$ cat config.mk
export PLATFORM = sky130hd
export DESIGN_NAME = ladybird_gpio_debounce
export DESIGN_NICKNAME = d
export VERILOG_FILES = /design/src/rtl/ladybird_gpio_debounce.sv
export SDC_FILE = /design/constraint.sdc
export NUM_CORES = 1
export LEC_CHECK = 0
export ABC_AREA = 1
export CORE_MARGIN = 1.5
export CORE_UTILIZATION = 60
export CTS_BUF_LIST = sky130_fd_sc_hd__clkbuf_4
export DETAILED_ROUTE_END_ITERATION = 7
export PLACE_DENSITY = 0.78
export REMOVE_ABC_BUFFERS = 1
export SYNTH_ARGS = -nofsm -noshare
export SYNTH_HDL_FRONTEND = slang
export SYNTH_SLANG_ARGS = --single-unit
$ cat constraint.sdc
create_clock -name clk_i -period 8.6 [get_ports clk_i]
set_input_delay 0.86 -clock clk_i [delete_from_list [all_inputs] [get_ports clk_i]]
set_output_delay 0.86 -clock clk_i [all_outputs]
set_load 0.05 [all_outputs]
$ cat src/rtl/ladybird_gpio_debounce.sv
// Per-bit two-flop synchronizer plus stability-counter debouncer for board switches/buttons.
// Define LADYBIRD_DEBOUNCE_EVENT_EN to build the rise/fall/changed event outputs.
module ladybird_gpio_debounce #(
    parameter int unsigned WIDTH         = 8,
    parameter int unsigned STABLE_CYCLES = 1000
) (
    input  logic             clk_i,
    input  logic             arst_i,
    input  logic [WIDTH-1:0] raw_in_i,
    output logic [WIDTH-1:0] db_out_o,
    output logic             ready_o
`ifdef LADYBIRD_DEBOUNCE_EVENT_EN
    ,
    output logic [WIDTH-1:0] rise_o,
    output logic [WIDTH-1:0] fall_o,
    output logic             changed_o
`endif
);

    localparam int unsigned CntW = ($clog2(STABLE_CYCLES) > 0) ? $clog2(STABLE_CYCLES) : 1;
    localparam logic [CntW-1:0] CntMax     = CntW'(STABLE_CYCLES - 1);
    localparam logic [16:0]     WarmTarget = 17'(STABLE_CYCLES + 2);

    logic [WIDTH-1:0]           sync1_q, sync2_q;
    logic [WIDTH-1:0]           db_q, db_d;
    logic [WIDTH-1:0][CntW-1:0] cnt_q, cnt_d;
    logic [16:0]                wcnt_q, wcnt_d;
    logic                       ready_q, ready_d;

    // A bit follows its synchronized input only after STABLE_CYCLES consecutive disagreements.
    always_comb begin
        db_d  = db_q;
        cnt_d = '0;
        for (int i = 0; i < WIDTH; i++) begin
            if (sync2_q[i] != db_q[i]) begin
                if (cnt_q[i] == CntMax) begin
                    db_d[i] = sync2_q[i];
                end else begin
                    cnt_d[i] = cnt_q[i] + CntW'(1);
                end
            end
        end
    end

    always_comb begin
        wcnt_d  = (wcnt_q == '1) ? wcnt_q : wcnt_q + 17'd1;
        ready_d = ready_q | (wcnt_q == WarmTarget);
    end

    always_ff @(posedge clk_i or posedge arst_i) begin
        if (arst_i) begin
            sync1_q <= '0;
            sync2_q <= '0;
            db_q    <= '0;
            cnt_q   <= '0;
            wcnt_q  <= '0;
            ready_q <= 1'b0;
        end else begin
            sync1_q <= raw_in_i;
            sync2_q <= sync1_q;
            db_q    <= db_d;
            cnt_q   <= cnt_d;
            wcnt_q  <= wcnt_d;
            ready_q <= ready_d;
        end
    end

    assign db_out_o = db_q;
    assign ready_o  = ready_q;

`ifdef LADYBIRD_DEBOUNCE_EVENT_EN
    logic [WIDTH-1:0] rise_q, rise_d;
    logic [WIDTH-1:0] fall_q, fall_d;
    logic             changed_q, changed_d;

    // Flips during warm-up (including the reset settle) are deliberately silent.
    always_comb begin
        rise_d    = ready_q ? (db_d & ~db_q) : '0;
        fall_d    = ready_q ? (~db_d & db_q) : '0;
        changed_d = |(rise_d | fall_d);
    end

    always_ff @(posedge clk_i or posedge arst_i) begin
        if (arst_i) begin
            rise_q    <= '0;
            fall_q    <= '0;
            changed_q <= 1'b0;
        end else begin
            rise_q    <= rise_d;
            fall_q    <= fall_d;
            changed_q <= changed_d;
        end
    end

    assign rise_o    = rise_q;
    assign fall_o    = fall_q;
    assign changed_o = changed_q;
`endif

endmodule

After elaboration in Yosys (flattened, before gate mapping):

Index checks and enable logic that the tools add are counted.

* bits of input ports: 10
* logic and storage cells: 72
* flip-flop bits (word level): 122
* output and inout port bits: 9

* add/sub/neg operators: 9
* bitwise operators: 1
* equal/unequal tests: 18
* multiplexer cells: 16
* reduce and logical (&&, ||, !) cells: 8

Operator list (count)
* 10-bit 2-to-1 mux: 16
* 10-bit by 1-bit adder with 10-bit output, second input constant: 8
* 10-bit == test, second input constant: 8
* 17-bit by 1-bit adder with 17-bit output, second input constant: 1
* 17-bit by 10-bit == test with 1-bit output, second input constant: 1
* 17-bit == test, second input constant: 1
* 2-bit AND reduction: 8
* 1-bit inequality test: 8
* 1-bit OR: 1

Longest topological paths before layout:

Gate-level depths: netlist (run 1).

* word-level depth: 3
* gate-level depth with buffers: 13
* depth with buffers taken out: 13

Least setup slack after synthesis (run 1):

Ideal clock, no wire load.

* path kind: register to register
* start point: register wcnt_q[0]
* end point: register wcnt_q[5]
* clock period less this slack: 1.824 ns
* path slack: 6.776 ns
* arrival: 1.706 ns
* path buffers: 0
* stages on the path, launching flop included: 13
* cell sequence: dfrtp_1 -> ha_1 -> nand2_1 -> nor2_1 -> nand2_1 -> nor4_1 -> ha_1 -> inv_2 -> nand2_1 -> nor2_2 -> nand2_1 -> xor2_1 -> inv_1

* cells in the longest elaborated chain, start to end: 1

RTL lines
* start: declaration: line 27 `logic [16:0] wcnt_q, wcnt_d;`
* start signal: assignment: line 63 `wcnt_q <= wcnt_d;`
* 17-bit by 1-bit adder with 17-bit output or 17-bit == test (tied branches): line 46 `wcnt_d = (wcnt_q == '1) ? wcnt_q : wcnt_q + 17'd1;`

Parallel ways exist; a longest one is shown, timed or not.
A chain may end at the register's enable or synchronous reset.

Worst setup path in the final report (run 1):

* start point: register db_q[0], in the netlist db_out_o[0]
* end point: output db_out_o[0]

RTL lines
* start: declaration: line 25 `logic [WIDTH-1:0] db_q, db_d;`
* start signal: assignment: line 54 `db_q <= '0;`
* start signal: assignment: line 61 `db_q <= db_d;`
* end: declaration: line 10 `output logic [WIDTH-1:0] db_out_o,`

No word-level cell between the ends.

==> results.toml, run 1 <==
[drt]
remaining_drc_errors = 0
postRouteAntennaNets = 0
route.vias.total = 4590
detail_route.vias_per_cell = 5.204
drt-initial-drc-count = 224
routed_wire_length_per_instance_um = 12.09
firstDrtPassIters = 6
routed_wl_um = 10660

[logic_synthesis]
ys_seq_area_share_pct = 50.10
synth.ff_latch_count = 122
synth-edff-count = 0
post-synth-top-area-fraction_pct = 50.10
synth.area.top_cells = "sky130_fd_sc_hd__dfrtp_1 50%, sky130_fd_sc_hd__nand2_1 8.1%, sky130_fd_sc_hd__nor2_1 6.2%"
cell_taking_the_most_area_after_synthesis = "sky130_fd_sc_hd__dfrtp_1"
synth_cell_types = 30
async_flop_share_pct = 100.0
synth.cell_area_sq_um = 6093
post_synth_inst_count = 698
synth_top_flop_cell = "sky130_fd_sc_hd__dfrtp_1"
yosysWarnings = 0
synth_area_per_cell_sq_um = 8.730

[setup_path]
timing.critical_path.buf_inv = 1
setup.worst_path.start = "db_out_o[0]"
timing.setup.critical_path_class = "flip-flop to primary output"
cp_data_arrival_time_ps = 1780
worstReg2RegStart = "wcnt_q[0]"
critical_path.top_delay_family = "buffers and inverters"
critical_path.max_fanout = 3
cpPeakStageDelay_ps = 830
path_cells = "clkdlybuf4s50_1"
timing.critical_path.from_type = "flip-flop"
cp_data_required_time_ps = 7740
worst_setup_ep_type = "primary output"
critical_path.slowest_cell = "sky130_fd_sc_hd__clkdlybuf4s50_1"

[floorplanning]
die_y_um = 103.8
start_util_pct = 62.05
design.die.area_sq_um = 10770
floorplan.io_pins = 19
design.core.area_sq_um = 9819
fp.dieW_um = 103.8
core.rowCount = 36

[timing]
max_slew.worst_pin.slew_ps = 780.5
maxSlewHeadroom_pct = 47.97
finalCritPeriodShare_pct = 30.72
fmax_mhz = 378.5
totalNegativeSetupSlack_ps = 0
worst_slack_ps = 5958
final.min_clock_period_ps = 2642
timing.final.setup_violations = 0
finalMaxSlewViolations = 0
timing.final.hold_violations = 0
grt_setup_unrepaired = "false"
clock_skew_ps = 16.00

[cts]
tritoncts = "built"
clock_latency_ps = 510
path_clk_slew_ps = 110
cts.hold.buffers_added = 0
cts_root_buffer = "sky130_fd_sc_hd__clkbuf_4"
cts_num_sinks = 122
htreeDepth = 4
cts_resized = 0
cts_buffer_depth = 2
cts.repair_timing.setup_buffer_count = 0
numCtsBuffers = 17

[worst_hold_path]
min-delay-start = "sync1_q[7]"
holdCritPathClass = "flip-flop to flip-flop"

[global_route]
grt.total_usage_pct = 21.67
grt_antenna_before_repair = 0
grt_first_pass_wirelength_um = 19130
grt_max_degree = 65
global_route.overflow_total = 0
grt_pass1_vias = 4472

[cells_and_area]
layout-drive-gt1-share_pct = 14.55
num-nets-final = 757
n_antenna_cell = 0
area.growth.synth_to_final_pct = 9.671

[placed_design]
pre_cts_slack_ps = 5895
place.port_buffers = 18
hpwl_um = 7696
gp_congestion = 0.8497

[run_status]
status = "finished clean"

[flow_run]
drv_cap = 0

[power_and_ir_drop]
power.static_leakage_nw = 3.203
cellPowerDensity_nw_per_um2 = 148.4
worst_ir_drop_vdd_mv = 0.1052
-- power breakdown --
group          switching (mW)  internal (mW)
logic                  0.0287         0.0155
registers              0.0139          0.586
clock network           0.201          0.146
-- metal layers --
| metal | vias up | global-route usage [%] | wire length (um) |
|---|---|---|---|
| met5 | - | 0 | 0 |
| met1 | 2218 | 26.60 | 4743 |
| li1 | 2299 | - | - |
| met4 | 0 | 6.448 | 109 |
| met2 | 61 | 37.19 | 5471 |
| met3 | 12 | 6.356 | 336 |
-- metrics by stage --
stage	utilization [%]	power [mW]	instances	instance area, sq um	hold WS (ps)
global placement	65.69	0.6537	850	6450	334.6
floorplan	-	0.6402	698	6093	331.2
finish	68.06	0.9914	882	6683	357.3
CTS	68.06	1.004	882	6683	360.5
global route	68.06	1.036	882	6683	363.6
detailed placement	65.69	0.6568	850	6450	335.8
-- logic make-up (layout without fill, tap and decap cells) --
logic type | after synthesis | in the layout | synth area share, %
buffers and inverters | 99 | 150 | 6.098
AOI/OAI and AO/OA | 32 | 32 | 2.977
xor gates and xnor gates | 25 | 25 | 4.579
DFF | 122 | 122 | 50.10
and+or+nand+nor | 409 | 409 | 33.98
adders and majority gates | 11 | 11 | 2.259
-- state kept, by name, summed over array words and instances (netlist names) --
name      cells
sync1_q       8
db_out_o      8
cnt_q        80
ready_o       1
sync2_q       8
wcnt_q       17
-- cells in the final DEF, fill, tap and decap left out, types with 5 or more instances in the layout --
cell,n
sky130_fd_sc_hd__nand2_1,131
sky130_fd_sc_hd__dfrtp_1,122
sky130_fd_sc_hd__nor2_1,101
sky130_fd_sc_hd__inv_1,86
sky130_fd_sc_hd__nand3_1,75
sky130_fd_sc_hd__clkbuf_4,20
sky130_fd_sc_hd__clkdlybuf4s50_1,18
sky130_fd_sc_hd__nand2_2,17
sky130_fd_sc_hd__a21oi_1,17
sky130_fd_sc_hd__nor2_2,17
sky130_fd_sc_hd__nor3_1,16
sky130_fd_sc_hd__nand4_1,16
sky130_fd_sc_hd__xor2_1,15
sky130_fd_sc_hd__inv_2,12
sky130_fd_sc_hd__nor2_4,11
sky130_fd_sc_hd__ha_1,11
sky130_fd_sc_hd__nand4_4,7
sky130_fd_sc_hd__xor2_2,7
sky130_fd_sc_hd__o21ai_1,7
sky130_fd_sc_hd__nand3b_1,5
sky130_fd_sc_hd__a21o_1,5
sky130_fd_sc_hd__clkinv_2,5
sky130_fd_sc_hd__clkinv_1,5
-- cell type report --
cell class	count	area, sq um
Multi-Input combinational cell	477	2669
Clock inverter	12	82.58
Clock buffer	20	150.1
Inverter	99	374.1
Tap cell	133	166.4
Fill cell	811	3137
Timing Repair Buffer	19	187.7
Sequential cell	122	3053
-- worst paths after layout --
check / depth (start not counted) / slack (ps) / end
max: 1 / 5960 / db_out_o[0]
min: 0 / 360 / sync2_q[7]
max reg2reg: 12 / 6520 / wcnt_q[5]
min reg2reg: 0 / 360 / sync2_q[7]
max in group asynchronous: 3 / 6550 / sync1_q[4]
min in group asynchronous: 2 / 800 / cnt_q[69]
-- cells in the mapped netlist, types with 3 or more instances --
cell                       number
sky130_fd_sc_hd__a21o_1         5
sky130_fd_sc_hd__a21oi_1       17
sky130_fd_sc_hd__dfrtp_1      122
sky130_fd_sc_hd__ha_1          11
sky130_fd_sc_hd__inv_1         87
sky130_fd_sc_hd__inv_2         12
sky130_fd_sc_hd__nand2_1      131
sky130_fd_sc_hd__nand2_2       17
sky130_fd_sc_hd__nand3_1       75
sky130_fd_sc_hd__nand3b_1       5
sky130_fd_sc_hd__nand4_1       16
sky130_fd_sc_hd__nand4_4        7
sky130_fd_sc_hd__nor2_1       101
sky130_fd_sc_hd__nor2_2        17
sky130_fd_sc_hd__nor2_4        11
sky130_fd_sc_hd__nor3_1        16
sky130_fd_sc_hd__nor3b_1        4
sky130_fd_sc_hd__nor3b_2        3
sky130_fd_sc_hd__o21ai_1        7
sky130_fd_sc_hd__xor2_1        15
sky130_fd_sc_hd__xor2_2         7
(Power assumes the default switching activity.)
==> run 2, diff against run 1 <==
==> constraint.sdc (replaced) <==
create_clock -name clk_i -period 2.7 [get_ports clk_i]
set_input_delay 0.27 -clock clk_i [delete_from_list [all_inputs] [get_ports clk_i]]
set_output_delay 0.27 -clock clk_i [all_outputs]
set_load 0.05 [all_outputs]
==> run 2 against run 1 <==
  * Utilization grew 0.19 points
  * Count of clock-buffer cells in the layout is the same
  * Clock skew is essentially flat
  * Sequential cell count is the same
  * Sequential power grew to 3.2 times the previous value
  * Register-to-register slack lost 6000 ps
  * First-iteration DRC count shrank 13%
  * Sequential share of layout area shrank 0.13 points
  * Largest cell class unchanged
==> results.toml, run 2 (synthesis results as in run 1) <==
[power_and_ir_drop]
share_seq_of_total_power_pct = 60.7
power.switching_fraction_pct = 24.22
power_frac_clock_pct = 34.7
power_switching_uw = 761.3
internal_power_mw = 2.383
combinationalPowerShare_pct = 4.6
power.static_leakage_nw = 3.206
design_power_total_mw = 3.144
worst_ir_drop_vdd_mv = 0.3411
cellPowerDensity_nw_per_um2 = 469.1

[cells_and_area]
most_common_cell_after_layout_fill_and_taps_aside = "sky130_fd_sc_hd__nand2_1"
area.growth.synth_to_final_pct = 9.980
layout-drive-gt1-share_pct = 14.82
finalNonFillerCells = 882
n_antenna_cell = 0
num-nets-final = 758
max_flop_register = "cnt_q"
largest_register_ffs = 80
mostFrequentLayoutCells = "131 x sky130_fd_sc_hd__nand2_1, 122 x sky130_fd_sc_hd__dfrtp_1, 101 x sky130_fd_sc_hd__nor2_1"
layout.filler_cells = 808
registers_with_the_highest_flip_flop_counts = "cnt_q x80, wcnt_q x17"

[floorplanning]
fp.dieW_um = 103.8
floorplan.io_pins = 19
core.rowCount = 36
design.die.area_sq_um = 10770
die_y_um = 103.8
start_util_pct = 62.05
design.core.area_sq_um = 9819

[placed_design]
place.port_buffers = 18
hpwl_um = 7430
place_inst = 851
gp_congestion = 0.8605

[cts]
cts_resized = 0
cts_buffer_depth = 2
clock_latency_ps = 490
htreeDepth = 4
numCtsBuffers = 17
cts_num_sinks = 122
tritoncts = "built"
cts.repair_timing.setup_buffer_count = 0
path_clk_slew_ps = 100
cts.hold.buffers_added = 0
cts_root_buffer = "sky130_fd_sc_hd__clkbuf_4"

[global_route]
grt_antenna_before_repair = 0
global_route.overflow_total = 0
grt_max_degree = 66
grt.total_usage_pct = 20.98
grt_first_pass_wirelength_um = 18620
grt_pass1_vias = 4469

[drt]
detail_route.vias_per_cell = 5.096
remaining_drc_errors = 0
routed_wire_length_per_instance_um = 11.72
routed_wl_um = 10340
drt-initial-drc-count = 196
route.vias.total = 4495
firstDrtPassIters = 4
postRouteAntennaNets = 0

[worst_hold_path]
holdCritPathClass = "primary input to async pin"

[timing]
timing.hold.ws_ps = 189.8
clock_skew_ps = 16.33
finalCritPeriodShare_pct = 81.38
maxSlewHeadroom_pct = 54.65
final.min_clock_period_ps = 2197
timing.final.setup_violations = 0
totalNegativeSetupSlack_ps = 0
grt_setup_unrepaired = "false"
finalMaxSlewViolations = 0
fmax_mhz = 455.1
max_slew.worst_pin.slew_ps = 680.3
timing.final.hold_violations = 0

[setup_path]
worst-r2r-cell-count = 12
timing.critical_path.from_type = "flip-flop"
cp_data_arrival_time_ps = 2570
critical_path.max_fanout = 8
cp_data_required_time_ps = 3070
setup.worst_path.start = "wcnt_q[0]"
worstReg2RegStart = "wcnt_q[0]"
timing.setup.critical_path_class = "flip-flop to flip-flop"
worst_setup_ep_type = "flip-flop"

[run_status]
status = "finished clean"

[flow_run]
drv_cap = 0
run 2: cell type report:
class                      instances  area, sq um  area share (%)
sequential                       122         3053           45.56
tap                              133        166.4           2.483
clock buffer                      20        150.1           2.240
multi-input combinational        477         2669           39.82
clock inverter                    11        81.33           1.214
inverter                          99        374.1           5.583
timing repair buffer              20        207.7           3.099
run 2: path summary, 6_finish.rpt:
check	endpoint	slack, ps
min in group clk_i	sync1_q[3]	210
min	db_out_o[6]	190
max	wcnt_q[5]	500
min reg2reg	sync2_q[1]	360
max reg2reg	wcnt_q[5]	500
max in group asynchronous	cnt_q[40]	1890
run 2: routing by layer:
layer  routed length (um)  vias up  track usage (%)
li1                     -     2302                -
met1                 4679     2116            25.91
met2                 5232       65            36.19
met3                  336       12            6.230
met4                   88        0            5.357
met5                    0        -                0
run 2: critical path, cell delays in order, from the launching register on:
cell,delay [ps]
sky130_fd_sc_hd__dfrtp_1,450
sky130_fd_sc_hd__ha_1,260
sky130_fd_sc_hd__nand2_1,70
sky130_fd_sc_hd__nor2_1,90
sky130_fd_sc_hd__nand2_1,80
sky130_fd_sc_hd__nor4_1,220
sky130_fd_sc_hd__ha_1,320
sky130_fd_sc_hd__inv_2,120
sky130_fd_sc_hd__nand2_1,90
sky130_fd_sc_hd__nor2_2,50
sky130_fd_sc_hd__nand2_1,80
sky130_fd_sc_hd__xor2_1,190
sky130_fd_sc_hd__inv_1,60
run 2: power groups by stage:
stage / clock network [mW] / logic [mW] / registers (mW)
3_3_place_gp: 0 / 0.143 / 1.94
5_1_grt: 1.22 / 0.170 / 1.92
3_5_place_dp: 0 / 0.148 / 1.94
6_report: 1.09 / 0.143 / 1.91
4_1_cts: 1.14 / 0.148 / 1.91
2_1_floorplan: 0 / 0.103 / 1.94
run 2: stage by stage:
step	setup slack, ps	area [sq um]	util (%)
6_report	502.8	6701	68.25
5_1_grt	362.5	6701	68.25
4_1_cts	518.9	6701	68.25
3_5_place_dp	524.4	6470	65.89
3_3_place_gp	746.7	6470	65.89
2_1_floorplan	-812.5	6093	-
